`src/rtl/lsu_pkg.sv`:
```
// Shared definitions for the RV32I memory-stage load/store unit:
// funct3 width codes, FSM states and exception codes.
package lsu_pkg;

  localparam logic [2:0] F3_B  = 3'b000;
  localparam logic [2:0] F3_H  = 3'b001;
  localparam logic [2:0] F3_W  = 3'b010;
  localparam logic [2:0] F3_BU = 3'b100;
  localparam logic [2:0] F3_HU = 3'b101;

  typedef enum logic [1:0] {
    IDLE     = 2'd0,
    REQ      = 2'd1,
    WAIT_RSP = 2'd2
  } lsu_state_e;

  typedef enum logic [1:0] {
    EXC_NONE     = 2'b00,
    EXC_MISALIGN = 2'b01,
    EXC_ILLEGAL  = 2'b10
  } lsu_exc_e;

endpackage

```
`src/rtl/lsu_align.sv`:
```
// Combinational lane logic: store byte-enable/replication, load extract and
// sign/zero extension, and misaligned/illegal-width detection.
module lsu_align
  import lsu_pkg::*;
#(
  parameter int ADDR_W = 32
) (
  input  logic              mem_read,
  input  logic              mem_write,
  input  logic [2:0]        funct3,
  input  logic [ADDR_W-1:0] addr,
  input  logic [31:0]       store_data,
  input  logic [2:0]        ld_funct3,
  input  logic [1:0]        ld_offset,
  input  logic [31:0]       rdata,
  output logic              is_mem,
  output logic              is_store,
  output logic              fault,
  output lsu_exc_e          fault_code,
  output logic [ADDR_W-1:0] word_addr,
  output logic [3:0]        be,
  output logic [31:0]       wdata,
  output logic [31:0]       load_data
);

  logic               illegal;
  logic               misaligned;
  logic [7:0]         ld_byte;
  logic [15:0]        ld_half;
  logic signed [31:0] byte_sx;
  logic signed [31:0] half_sx;

  // Both read and write asserted is resolved as a store.
  always_comb begin
    is_store   = mem_write;
    is_mem     = mem_read | mem_write;
    illegal    = is_store ? (funct3 >= 3'b011)
                          : (funct3 == 3'b011 || funct3 == 3'b110 || funct3 == 3'b111);
    misaligned = 1'b0;
    case (funct3)
      F3_H, F3_HU: misaligned = addr[0];
      F3_W:        misaligned = (addr[1:0] != 2'b00);
      default:     misaligned = 1'b0;
    endcase
    fault      = is_mem & (illegal | misaligned);
    fault_code = illegal ? EXC_ILLEGAL : (misaligned ? EXC_MISALIGN : EXC_NONE);
    word_addr  = {addr[ADDR_W-1:2], 2'b00};
  end

  always_comb begin
    be    = 4'b1111;
    wdata = store_data;
    if (is_store) begin
      case (funct3[1:0])
        2'b00: begin
          be    = 4'b0001 << addr[1:0];
          wdata = {4{store_data[7:0]}};
        end
        2'b01: begin
          be    = 4'b0011 << {addr[1], 1'b0};
          wdata = {2{store_data[15:0]}};
        end
        default: begin
          be    = 4'b1111;
          wdata = store_data;
        end
      endcase
    end
  end

  always_comb begin
    ld_byte   = rdata[{ld_offset, 3'b000} +: 8];
    ld_half   = ld_offset[1] ? rdata[31:16] : rdata[15:0];
    byte_sx   = {{24{ld_byte[7]}}, ld_byte};
    half_sx   = {{16{ld_half[15]}}, ld_half};
    case (ld_funct3)
      F3_B:    load_data = $unsigned(byte_sx);
      F3_BU:   load_data = {24'd0, ld_byte};
      F3_H:    load_data = $unsigned(half_sx);
      F3_HU:   load_data = {16'd0, ld_half};
      default: load_data = rdata;
    endcase
  end

endmodule

```
`src/rtl/mem_stage_lsu.sv`:
```
// RV32I memory stage: drives the data-memory request/grant/response handshake
// and produces the registered MEM/WB writeback bundle or an exception pulse.
module mem_stage_lsu
  import lsu_pkg::*;
#(
  parameter int ADDR_W = 32
) (
  input  logic              clk,
  input  logic              rst_n,
  input  logic              ex_valid,
  input  logic              ex_mem_read,
  input  logic              ex_mem_write,
  input  logic [2:0]        ex_funct3,
  input  logic [31:0]       ex_alu_result,
  input  logic [31:0]       ex_store_data,
  input  logic [4:0]        ex_rd,
  input  logic              ex_reg_write,
  output logic              lsu_stall,
  output logic              dmem_req,
  output logic              dmem_we,
  output logic [ADDR_W-1:0] dmem_addr,
  output logic [3:0]        dmem_be,
  output logic [31:0]       dmem_wdata,
  input  logic              dmem_gnt,
  input  logic              dmem_rvalid,
  input  logic [31:0]       dmem_rdata,
  output logic              wb_valid,
  output logic              wb_reg_write,
  output logic [4:0]        wb_rd,
  output logic [31:0]       wb_data,
  output logic              lsu_exc,
  output logic [1:0]        lsu_exc_code,
  output logic [ADDR_W-1:0] lsu_exc_addr
);

  lsu_state_e        state;
  logic              is_mem;
  logic              is_store;
  logic              fault;
  lsu_exc_e          fault_code;
  logic [ADDR_W-1:0] word_addr;
  logic [3:0]        be;
  logic [31:0]       wdata;
  logic [31:0]       load_data;
  logic              accept;

  logic [4:0]        rd_p1;
  logic              reg_write_p1;
  logic [2:0]        ld_funct3_p1;
  logic [1:0]        ld_offset_p1;

  assign accept    = ex_valid && (state == IDLE);
  assign lsu_stall = (state != IDLE);

  lsu_align #(
    .ADDR_W (ADDR_W)
  ) u_align (
    .mem_read   (ex_mem_read),
    .mem_write  (ex_mem_write),
    .funct3     (ex_funct3),
    .addr       (ex_alu_result[ADDR_W-1:0]),
    .store_data (ex_store_data),
    .ld_funct3  (ld_funct3_p1),
    .ld_offset  (ld_offset_p1),
    .rdata      (dmem_rdata),
    .is_mem     (is_mem),
    .is_store   (is_store),
    .fault      (fault),
    .fault_code (fault_code),
    .word_addr  (word_addr),
    .be         (be),
    .wdata      (wdata),
    .load_data  (load_data)
  );

  // Stage p1: instruction context held for the duration of a memory access.
  always_ff @(posedge clk) begin
    if (accept) begin
      rd_p1        <= ex_rd;
      reg_write_p1 <= ex_reg_write;
      ld_funct3_p1 <= ex_funct3;
      ld_offset_p1 <= ex_alu_result[1:0];
    end
  end

  always_ff @(posedge clk) begin
    if (!rst_n) begin
      state        <= IDLE;
      dmem_req     <= 1'b0;
      dmem_we      <= 1'b0;
      dmem_addr    <= '0;
      dmem_be      <= 4'b0000;
      dmem_wdata   <= 32'd0;
      wb_valid     <= 1'b0;
      wb_reg_write <= 1'b0;
      wb_rd        <= 5'd0;
      wb_data      <= 32'd0;
      lsu_exc      <= 1'b0;
      lsu_exc_code <= 2'b00;
      lsu_exc_addr <= '0;
    end else begin
      wb_valid <= 1'b0;
      lsu_exc  <= 1'b0;
      case (state)
        IDLE: begin
          if (ex_valid) begin
            if (!is_mem) begin
              wb_valid     <= 1'b1;
              wb_reg_write <= ex_reg_write;
              wb_rd        <= ex_rd;
              wb_data      <= ex_alu_result;
            end else if (fault) begin
              lsu_exc      <= 1'b1;
              lsu_exc_code <= fault_code;
              lsu_exc_addr <= ex_alu_result[ADDR_W-1:0];
            end else begin
              dmem_req   <= 1'b1;
              dmem_we    <= is_store;
              dmem_addr  <= word_addr;
              dmem_be    <= be;
              dmem_wdata <= wdata;
              state      <= REQ;
            end
          end
        end
        // Request fields stay frozen until the grant arrives.
        REQ: begin
          if (dmem_gnt) begin
            dmem_req <= 1'b0;
            if (dmem_we) begin
              wb_valid     <= 1'b1;
              wb_reg_write <= 1'b0;
              wb_rd        <= rd_p1;
              state        <= IDLE;
            end else begin
              state <= WAIT_RSP;
            end
          end
        end
        WAIT_RSP: begin
          if (dmem_rvalid) begin
            wb_valid     <= 1'b1;
            wb_reg_write <= reg_write_p1;
            wb_rd        <= rd_p1;
            wb_data      <= load_data;
            state        <= IDLE;
          end
        end
        default: state <= IDLE;
      endcase
    end
  end

endmodule

```
`config.mk`:
```
export PLATFORM = sky130hd
export DESIGN_NAME = mem_stage_lsu
export DESIGN_NICKNAME = d
export VERILOG_FILES = /design/src/rtl/lsu_pkg.sv /design/src/rtl/lsu_align.sv /design/src/rtl/mem_stage_lsu.sv
export SDC_FILE = /design/constraint.sdc
export NUM_CORES = 1
export LEC_CHECK = 0
export CAP_MARGIN = 20
export CELL_PAD_IN_SITES_DETAIL_PLACEMENT = 1
export CELL_PAD_IN_SITES_GLOBAL_PLACEMENT = 1
export CORE_UTILIZATION = 35
export DETAILED_ROUTE_END_ITERATION = 8
export DONT_BUFFER_PORTS = 1
export PLACE_DENSITY = 0.6
export REMOVE_ABC_BUFFERS = 1
export SYNTH_ARGS = -nofsm -noshare
export SYNTH_HDL_FRONTEND = slang
export SYNTH_HIERARCHICAL = 1
export SYNTH_SLANG_ARGS = --single-unit
```
`constraint.sdc`:
```
create_clock -name clk -period 2.3 [get_ports clk]
set_clock_uncertainty 0.05 [all_clocks]
set_input_delay 0.23 -clock clk [delete_from_list [all_inputs] [get_ports clk]]
set_output_delay 0.23 -clock clk [all_outputs]
set_load 0.02 [all_outputs]
```
==> results.ini <==
[setup_path]
worstPathArrival_ns = 2.33
crit_family = buffers and inverters
crit_required_ns = 2.60
slowest_stage = dfxtp_1
crit_buf_inv = 3
crit_chain = inv_1 > ha_1 > nand2_1 > inv_1 > nand3_2 > buf_4 > nand2_1 > a21oi_1
worstPathMaxFanout = 35
crit_path_end_kind = register
crit_type = reg2reg
worst_setup_path_start_kind = register
cp_slowest_stage_delay_ns = 0.40

[timing]
period_share_pct = 88.26
fin_crit_ns = 2.030
max_slew.worst_pin.slew_ns = 0.6072
rsz0062_at_grt = no
slew_viol_final = 0
final-hold-violation-count = 0
finalWorstSetupSlack_ns = 0.2700
fin_tns_setup_ns = 0
setup_violations = 0
slew_headroom_pct = 59.52
fmax_mhz = 492.6
hold_slack_ns = 0.02504

[grt]
grt_pass1_wl_microns = 36690
met2_usage_pct = 36.85
grt_max_degree = 80
antenna_found_initial = 0
globalRouteOverflowTotal = 0
grt_pass1_vias = 6625
grt_use_met3_pct = 8.210
grt.busiest_layer = met2
grt_usage_pct = 21.51
use_met1_pct = 24.32

[floorplanning]
core_sq_mm = 0.02096
dieArea_sq_mm = 0.02191
ioPinCount = 257
die_h_microns = 148.0
start_util_pct = 35.62
fp-row-count = 53
dieWidth_microns = 148.0

[placed_design]
gp_congestion = 0.8245
dp_slack_ns = 0.2558
place_area_sq_mm = 0.007412
place_hpwl_microns = 16520
io_buffers = 0

[yosys]
synth_top_area_share_pct = 39.16
synth.distinct_cells = 45
async_flop_share_pct = 0
ys_seq_area_share_pct = 43.59
syn_area_per_cell_sq_um = 8.077
synthTopCellsByArea = dfxtp_1 39%, nand2_1 14%, a21oi_1 8.0%
syn_area_sq_mm = 0.007463
yosys.area.top_type = dfxtp_1
synth_edf_count = 11
synth.most_common_cell = nand2_1
ys_seq_elements = 157
ys.flop_type = dfxtp_1
synth_commonest_cells = 283 x nand2_1, 146 x dfxtp_1, 120 x a21oi_1
ys.warnings.count = 6
synthCells = 924

[cells_and_area]
multi_input_area_sq_mm = 0.003552
fin_area_sq_mm = 0.008685
syn_to_final_growth_pct = 16.36
fill_cells = 2482
finish.net_count = 1041
regArea_sq_mm = 0.003253
diodes = 0
drive_gt1_share_pct = 9.315

[hold_path]
hp-class = in2reg

[clock_tree]
h-tree-depth = 4
numCtsBuffers = 17
clk_pin_slew_ns = 0.06
cts.sinks = 157
post-cts-setup-buffers = 0
tritoncts = built
cts_buffer_depth = 2
clockRootBuffer = clkbuf_16
clk_latency_ns = 0.42

[power]
p_total_mw = 8.656
powerDensity_mw_per_mm2 = 996.7
leakage_nw = 3.145
max-vdd-ir-drop_mv = 0.4557

[run_status]
outcome = finished, final reports clean

[drt]
first_pass_iters = 4
vias_per_cell = 5.317
wl_per_cell_microns = 19.88
drt_iter0_markers = 297
antenna_left = 0
num_vias = 6428
drc = 0
drt_wl_total_microns = 24040

[flow_run]
maxCapViolations = 0

==> worst reg2reg max path: cells and delay by family (launching register included) <==
kind | cells | cell delay, ns
adder cells (fa/ha/maj) | 1 | 0.31
buffers and inverters | 3 | 0.62
AO/OA/AOI/OAI | 1 | 0.16
flip-flops | 1 | 0.40
AND/OR/NAND/NOR | 3 | 0.43
==> metrics by stage <==
| step | std cells | util, % |
|---|---|---|
| global placement | 1113 | 35.37 |
| finish | 1209 | 41.44 |
| floorplan | 815 | - |
| CTS | 1209 | 41.44 |
| detailed placement | 1113 | 35.37 |
| global route | 1209 | 41.44 |
==> layer usage <==
layer | up-vias | share of wire (%)
met2 | 208 | 49
met5 | - | 0
met1 | 3122 | 41
li1 | 3067 | -
met4 | 0 | 1.9
met3 | 31 | 9.0
==> logic make-up (layout without fill, tap and decap cells) <==
family	after synthesis	in the layout	share of synthesized area, %
AND/OR/NAND/NOR	361	361	19.58
AO/OA/AOI/OAI	214	214	17.77
flip-flops	157	157	43.59
buffers and inverters	120	129	9.036
multiplexers	64	64	8.801
adder cells (fa/ha/maj)	7	7	1.173
other	1	2	0.05025
==> layout make-up <==
class | count | share of cell area (%)
clock buffer | 20 | 5.374
clock inverter | 11 | 1.786
inverter | 10 | 0.4610
multi-input combinational | 648 | 40.90
sequential | 157 | 37.46
tap | 275 | 3.962
timing repair buffer | 88 | 10.06
==> worst paths after layout <==
| path | start | to | slack, ns | depth (start not counted) |
|---|---|---|---|---|
| hold reg to reg | lsu_exc_addr[13] | lsu_exc_addr[13] | 0.51 | 2 |
| hold / removal | ex_rd[4] | wb_rd[4] | 0.03 | 2 |
| setup reg to reg | state[0] | lsu_exc_addr[16] | 0.27 | 8 |
| setup / recovery | state[0] | lsu_exc_addr[16] | 0.27 | 8 |
==> flip-flops by register name, summed over array words and instances, names as in the netlist, 3 cells and up <==
name / flops
lsu_exc_addr: 32
rd_p1: 5
dmem_wdata: 32
dmem_addr: 32
wb_rd: 5
wb_data: 32
ld_funct3_p1: 3
dmem_be: 4
==> power breakdown <==
| group | switching, mW | internal, mW | leakage, nW |
|---|---|---|---|
| sequential | 0.627 | 3.10 | 1.30 |
| combinational | 1.13 | 0.768 | 1.55 |
| clock | 1.22 | 1.81 | 0.300 |
==> repair_timing <==
action,4_1_cts,5_1_grt
resized for setup,0,0
hold endpoints to repair,131,0
hold buffers,65,0
==> cells in the final DEF (no fill, tap or decap), drive strengths merged <==
master       synthesis  routed
and3                 1       1
ha                   7       7
buf                 75      23
bufinv               0       3
a2111oi              1       1
nand3                4       4
o311a                1       1
nor3b                1       1
clkinv               0       1
nand2b               8       8
nand3b               1       1
a22oi                1       1
a211o                1       1
clkinvlp             0       2
nor2                45      45
or2                  2       2
o31ai                2       2
dlygate4sd3          0      65
nor2b               12      12
mux2i               54      54
edfxtp              11      11
a221o                1       1
a31oi                2       2
a21oi              121     121
a22o                 7       7
inv                 10      15
o221a                1       1
nor3                 4       4
a211oi              52      52
nand2              283     283
o21ai               16      16
mux2                10      10
a221oi               1       1
dfxtp              146     146
a311oi               7       7
clkbuf              35      20
conb                 1       2
Power figures use the tool's default switching activity.
